$ cat src/rtl/pack_u32_stream.sv
// Streaming LEB128 encoder: one W-bit value in, its LEB128 byte sequence out, one byte per cycle.
// Define LEB128_SIGNED_EN for signed (SLEB128) encoding of two's-complement input.
module pack_u32_stream #(
  parameter int unsigned W = 32
) (
  input  logic         clk,
  input  logic         rst,
  input  logic [W-1:0] i_data,
  input  logic         i_valid,
  output logic         i_ready,
  output logic [7:0]   o_byte,
  output logic         o_valid,
  input  logic         o_ready,
  output logic         o_last,
  output logic [2:0]   o_idx,
  output logic [2:0]   o_len
);

  localparam int unsigned MAXLEN = (W + 6) / 7;

  typedef enum logic {S_IDLE, S_EMIT} state_t;

  state_t       r_state;
  logic [W-1:0] r_sh;
  logic [7:0]   r_byte;
  logic         r_valid;
  logic         r_last;
  logic [2:0]   r_idx;
  logic [2:0]   r_len;

  logic         w_in_fire;
  logic         w_out_fire;
  logic [2:0]   w_load_len;
  logic [W-1:0] w_sh_next;
  logic [2:0]   w_idx_next;
  logic         w_last_next;

  // Index of the last byte that must be emitted for value d.
  function automatic logic [2:0] calc_len(input logic [W-1:0] d);
    logic [2:0] len;
`ifdef LEB128_SIGNED_EN
    logic signed [W-1:0] rem;
    logic signed [W-1:0] hi;
    len = 3'(MAXLEN - 1);
    for (int k = int'(MAXLEN) - 1; k >= 0; k--) begin
      rem = $signed(d) >>> (7 * k);
      hi  = rem >>> 6;
      if (hi == '0 || hi == '1) len = 3'(k);
    end
`else
    logic [W-1:0] rem;
    len = 3'd0;
    for (int k = 0; k < int'(MAXLEN); k++) begin
      rem = d >> (7 * k);
      if (rem != '0) len = 3'(k);
    end
`endif
    return len;
  endfunction

  // Arithmetic shift keeps the sign in the unused bits of the top signed byte.
`ifdef LEB128_SIGNED_EN
  assign w_sh_next = W'($signed(r_sh) >>> 7);
`else
  assign w_sh_next = r_sh >> 7;
`endif

  assign w_load_len  = calc_len(i_data);
  assign w_idx_next  = r_idx + 3'd1;
  assign w_last_next = (w_idx_next == r_len);

  // Combinational o_ready->i_ready lets a new value follow the last byte with no bubble.
  assign i_ready    = (r_state == S_IDLE) | (r_valid & o_ready & r_last);
  assign w_in_fire  = i_valid & i_ready;
  assign w_out_fire = r_valid & o_ready;

  always_ff @(posedge clk or posedge rst) begin
    if (rst) begin
      r_state <= S_IDLE;
      r_sh    <= '0;
      r_byte  <= 8'd0;
      r_valid <= 1'b0;
      r_last  <= 1'b0;
      r_idx   <= 3'd0;
      r_len   <= 3'd0;
    end else begin
      case (r_state)
        S_IDLE: begin
          if (w_in_fire) begin
            r_state <= S_EMIT;
            r_sh    <= i_data;
            r_byte  <= {(w_load_len != 3'd0), i_data[6:0]};
            r_valid <= 1'b1;
            r_last  <= (w_load_len == 3'd0);
            r_idx   <= 3'd0;
            r_len   <= w_load_len;
          end
        end
        S_EMIT: begin
          if (w_in_fire) begin
            r_state <= S_EMIT;
            r_sh    <= i_data;
            r_byte  <= {(w_load_len != 3'd0), i_data[6:0]};
            r_valid <= 1'b1;
            r_last  <= (w_load_len == 3'd0);
            r_idx   <= 3'd0;
            r_len   <= w_load_len;
          end else if (w_out_fire) begin
            if (r_last) begin
              r_state <= S_IDLE;
              r_valid <= 1'b0;
            end else begin
              r_sh   <= w_sh_next;
              r_byte <= {~w_last_next, w_sh_next[6:0]};
              r_last <= w_last_next;
              r_idx  <= w_idx_next;
            end
          end
        end
        default: begin
          r_state <= S_IDLE;
          r_valid <= 1'b0;
        end
      endcase
    end
  end

  assign o_byte  = r_byte;
  assign o_valid = r_valid;
  assign o_last  = r_last;
  assign o_idx   = r_idx;
  assign o_len   = r_len;

endmodule

$ cat config.mk
export PLATFORM = sky130hd
export DESIGN_NAME = pack_u32_stream
export DESIGN_NICKNAME = d
export VERILOG_FILES = /design/src/rtl/pack_u32_stream.sv
export SDC_FILE = /design/constraint.sdc
export NUM_CORES = 1
export LEC_CHECK = 0
export CAP_MARGIN = 20
export CORE_ASPECT_RATIO = 2
export CORE_MARGIN = 3
export CORE_UTILIZATION = 40
export DETAILED_ROUTE_END_ITERATION = 8
export PLACE_DENSITY = 0.71
export SETUP_SLACK_MARGIN = 0.5
export SLEW_MARGIN = 25
export SYNTH_ARGS = -nofsm -noshare
export SYNTH_HDL_FRONTEND = slang
export SYNTH_SLANG_ARGS = --single-unit
$ cat constraint.sdc
create_clock -name clk -period 1.5 [get_ports clk]
set_input_delay 0.45 -clock clk [delete_from_list [all_inputs] [get_ports clk]]
set_output_delay 0.45 -clock clk [all_outputs]
set_load 0.01 [all_outputs]
==> out/metrics.yaml, run 1 <==
peakVddDrop_mv: 0.9105
clkSlewWorstSetupHoldPaths_ns: 0.08
syn_nets: 206
postCtsHoldBufs: 0
max-cap-violations: 0
cts_sinks: 42
final_max_slew_viol_count: 0
grt_usage_pct: 21.38
drt-wirelength-per-cell_um: 19.12
syn_to_final_growth_pct: 74.89
place_area_um2: 2754
dp_cells: 294
vias: 1893
syn_area_um2: 1908
start_kind: "input port"
final_cell_mix: "buf_4 (44), dfrtp_1 (41), inv_1 (28)"
tritoncts: "yes"
clk_latency_ns: 0.30
multi_input_area_um2: 794.5
postRouteAntennaNets: 0
n_fill_cell: 324
avgSynthCellArea_um2: 11.29
grt_pass1_wl_um: 9011
drc: 0
setup_violations: 36
cts-root-buf: "clkbuf_8"
ys_ff_latch: 42
design.core.area_um2: 4598
max_freq_ghz: 0.5865
outcome: "complete, but fails checks"
synth_area_leaders: "dfrtp_1 (55%), a222oi_1 (13%), inv_1 (5.7%)"
dieHeight_um: 103.7
grt_max_degree: 32
initial_core_util_pct: 41.50
synthCells: 169
yosys.area.top_type_share_pct: 55.08
rows: 35
rsz0062_at_grt: "yes"
fin_cells: 338
crit_type: "input port to flip-flop"
cp-end-kind: "flip-flop"
hp-class: "input port to flip-flop"
regArea_um2: 1052
worst_pin_slew_ns: 0.3462
io_buffers: 52
drive_gt1_share_pct: 45.23
synth_cell_types: 32
violations: "negative setup slack"
r2r_cells: 5
hold_viol: 0
cts.htree.levels: 2
power.total_w: 0.004439
fin_crit_ns: 1.705
synthArstFlopShare_pct: 100.0
grt_pass1_vias: 1856
drt_pass1_iterations: 6
relSlewSlack_pct: 76.92
clockBufferDepth: 2
yosysTopAreaCell: "dfrtp_1"
worstPathMaxFanout: 2
numCtsBuffers: 5
arrival_ns: 1.95
power.density_nw_per_um2: 1330
drtIter0Drc: 110
antenna_found_initial: 0
synth-edff-count: 0
place_ws_ns: -0.8580
fin_nets: 319
clock_skew_ns: 0.005955
dieArea_um2: 5685
hpwl_um: 3621
ioPinCount: 53
p_leak_nw: 1.729
gp_congestion: 0.8629
fin_area_um2: 3337
finalCritPeriodShare_pct: 113.7
drt_wl_total_um: 6462
hold_depth: 3
overflow: 0
yosys_warnings: 0
cp.required_ns: 1.74
synth_ff_type: "dfrtp_1"
final_util_pct: 72.57
fp.dieW_um: 54.84
setup_slack_ns: -0.2049
viasPerCell: 5.601
antenna_cells: 0
ys_seq_area_share_pct: 55.08
layout_commonest_cell: "buf_4"
sequential cells by signal (all words and copies together), names as in the netlist:
signal and cells:
o_byte 1, o_valid 1, r_state 1, o_len 3
o_idx 3, r_sh 32, o_last 1
critical path, stage by stage:
cell     delay (ns)
buf_6          0.09
or4_4          0.53
or4b_4         0.52
o31ai_4        0.19
o31a_1         0.16
routing by layer:
metal  share of wire (%)  wire length [um]  up-vias  track usage (%)
li1                    -                 -      862                -
met1                  34              2182      947            26.14
met2                  59              3815       64            35.08
met3                 3.7               242       20            3.165
met4                 3.4               221        0            9.626
met5                   0                 0        -                0
power breakdown:
part	internal (W)	switching (W)
registers	0.00159	0.000302
logic	0.00111	0.000686
clock network	0.000327	0.000423
per-stage QoR:
| step | hold WS, ns | setup TNS [ns] |
|---|---|---|
| detailed placement | 0.4753 | -20.23 |
| CTS | 0.3746 | -0.9389 |
| finish | 0.3781 | -2.641 |
| floorplan | 0.4415 | -1.002 |
| global placement | 0.4675 | -19.10 |
| global route | 0.3877 | -4.735 |
layout make-up:
class                   count  share of cell area, %
clock buffers               5                  2.062
well taps                  55                  2.062
clock inverters             3                 0.6374
multi-input cells          81                  23.81
inverters                  29                  3.375
flip-flops and latches     42                  31.53
repair buffers            123                  36.52
final timing paths:
| kind | start | end | slack [ns] |
|---|---|---|---|
| hold reg to reg | r_sh[20] | r_sh[13] | 0.50 |
| setup / recovery | i_data[14] | o_last | -0.20 |
| max in group asynchronous | rst | o_len[0] | 0.71 |
| min in group asynchronous | rst | o_idx[2] | 0.44 |
| hold / removal | i_data[15] | r_sh[15] | 0.38 |
| setup reg to reg | o_idx[0] | o_last | -0.14 |
synthesized netlist by cell type, drive strengths merged, types with 2 or more instances:
master,number
nor3,3
xnor2,3
inv,29
dfrtp,42
nor2,2
a222oi,25
clkbuf,8
nand2,7
o22ai,2
nand3,5
a22o,8
nor2b,2
o31ai,2
o21ai,3
a21oi,2
nor4,5
buf,9
logic make-up after synthesis:
kind of cell,Yosys count,share of synthesized area [%]
AO/OA/AOI/OAI,47,22.49
AND/OR/NAND/NOR,29,8.721
adder cells (fa/ha/maj),1,0.6556
flip-flops,42,55.08
XOR/XNOR,4,1.836
buffers and inverters,46,11.21
repair_timing:
action	in CTS	in global routing
cloned	1	4
endpoints found under the setup margin	59	58
resized for setup	125	35
setup buffers	16	15
hold endpoints to repair	0	0
pin swaps	16	36
Power figures use the tool's default switching activity.
==> run 2, diff against run 1 <==
--- a/config.mk
+++ b/config.mk
@@ -10,6 +10,7 @@
 export CORE_MARGIN = 3
 export CORE_UTILIZATION = 40
 export DETAILED_ROUTE_END_ITERATION = 8
+export MAX_ROUTING_LAYER = met4
 export PLACE_DENSITY = 0.71
 export SETUP_SLACK_MARGIN = 0.5
 export SLEW_MARGIN = 25
==> out/metrics.yaml, run 2 (synthesis gave the netlist of run 1 again) <==
outcome: "complete, but fails checks"
violations: "negative setup slack"
final_cell_mix: "buf_4 (42), dfrtp_1 (41), inv_1 (28)"
ioPinCount: 53  # unchanged
antenna_cells: 0  # unchanged
io_buffers: 52  # unchanged
fin_crit_ns: 1.705  # +0.00009900 ns
regMostFlops: "r_sh"
arrival_ns: 1.94  # about the same
clock_skew_ns: 0.005884  # -0.00007084 ns
final_max_slew_viol_count: 0  # unchanged
worstPathMaxFanout: 2  # unchanged
tns_ns: -2.729  # -0.08846 ns
power.density_nw_per_um2: 1321  # -0.67%
tritoncts: "yes"
grt_pass1_wl_um: 8997  # -0.16%
max-cap-violations: 0  # unchanged
clk_latency_ns: 0.30  # about the same
drc: 0  # unchanged
start_kind: "input port"
cts-root-buf: "clkbuf_8"
fin_cells: 336  # -0.59%
design.core.area_um2: 4598  # unchanged
hpwl_um: 3621  # unchanged
clockBufferDepth: 2  # unchanged
hold_viol: 0  # unchanged
cp-end-kind: "flip-flop"
drtIter0Drc: 137  # +25%
antenna_found_initial: 0  # unchanged
drt_wl_total_um: 6332  # -2.0%
clkSlewWorstSetupHoldPaths_ns: 0.09  # about the same
grt_pass1_vias: 1856  # unchanged
dieArea_um2: 5685  # unchanged
grt_usage_pct: 21.93  # +0.55 points
place_ws_ns: -0.8580  # unchanged
viasPerCell: 5.726  # +2.2%
rows: 35  # unchanged
cp.required_ns: 1.74  # about the same
layout_commonest_cell: "buf_4"
largest_reg_flops: 32  # unchanged
hp-class: "input port to flip-flop"
p_leak_nw: 1.722  # -0.42%
grt_max_degree: 32  # unchanged
cts.htree.levels: 2  # unchanged
setup_slack_ns: -0.2050  # -0.00009900 ns
max_freq_ghz: 0.5865  # about the same
relSlewSlack_pct: 77.49  # +0.57 points
cts_sinks: 42  # unchanged
crit_type: "input port to flip-flop"
drive_gt1_share_pct: 44.84  # -0.39 points
peakVddDrop_mv: 0.9339  # +2.6%
overflow: 0  # unchanged
dp_cells: 294  # unchanged
fp.dieW_um: 54.84  # unchanged
drt-wirelength-per-cell_um: 18.85  # -1.4%
rsz0062_at_grt: "yes"
numCtsBuffers: 5  # unchanged
postRouteAntennaNets: 0  # unchanged
initial_core_util_pct: 41.50  # unchanged
fin_nets: 317  # -0.63%
finalCritPeriodShare_pct: 113.7  # about the same
setup_violations: 36  # unchanged
gp_congestion: 0.8768  # +1.6%
drt_pass1_iterations: 6  # unchanged
syn_to_final_growth_pct: 74.56
dieHeight_um: 103.7  # unchanged
n_fill_cell: 322  # -0.62%
vias: 1924  # +1.6%
worst_pin_slew_ns: 0.3377  # -0.008543 ns
[run 2: worst paths after layout]
check	from	end	slack, ns	depth (start not counted)
max in group asynchronous	rst	o_len[0]	0.71	3
max	i_data[14]	o_last	-0.21	5
min in group asynchronous	rst	o_idx[0]	0.44	2
max reg2reg	o_idx[0]	o_last	-0.12	5
min reg2reg	r_sh[21]	r_sh[14]	0.50	2
min	i_data[15]	r_sh[15]	0.38	3
[run 2: layout make-up]
class                      instances  area [um^2]  area share [%]
clock buffer                       5        68.82           2.066
multi-input combinational         81        785.8           23.59
inverter                          29        112.6           3.381
tap                               55        68.82           2.066
timing repair buffer             121         1221           36.66
sequential                        42         1052           31.59
clock inverter                     3        21.27          0.6386
[run 2: stage by stage]
stage	power (W)	hold WS [ns]	util [%]	area [um^2]
after floorplan	0.002632	0.4415	-	1977
after detailed placement	0.003221	0.4753	59.89	2754
after global placement	0.003165	0.4675	59.89	2754
after CTS	0.004086	0.3746	65.28	3002
final	0.004401	0.3793	72.44	3331
after global routing	0.004660	0.3877	72.44	3331
[run 2: worst max-delay path, stage by stage]
cell,delay (ns)
buf_6,0.09
or4_4,0.53
or4b_4,0.52
o31ai_4,0.19
o31a_1,0.16
[run 2: power breakdown]
| part | internal, W | switching (W) | total (W) |
|---|---|---|---|
| Clock | 0.000327 | 0.000419 | 0.000746 |
| Combinational | 0.00110 | 0.000675 | 0.00177 |
| Sequential | 0.00159 | 0.000297 | 0.00188 |
[run 2: what timing repair did]
action                     in CTS  in global routing
cloned                          1                  3
buffers inserted               16                 14
hold buffers                    0                  0
setup endpoints to repair      59                 58
pin swaps                      16                 32
gates resized for setup       125                 33
[run 2: per-layer routing]
metal | part of all wire [%] | up-vias | global-route usage, %
li1 | - | 860 | -
met1 | 34 | 965 | 26.14
met2 | 58 | 82 | 35.17
met3 | 4.8 | 17 | 3.022
met4 | 3.2 | 0 | 9.626
met5 | 0 | - | -
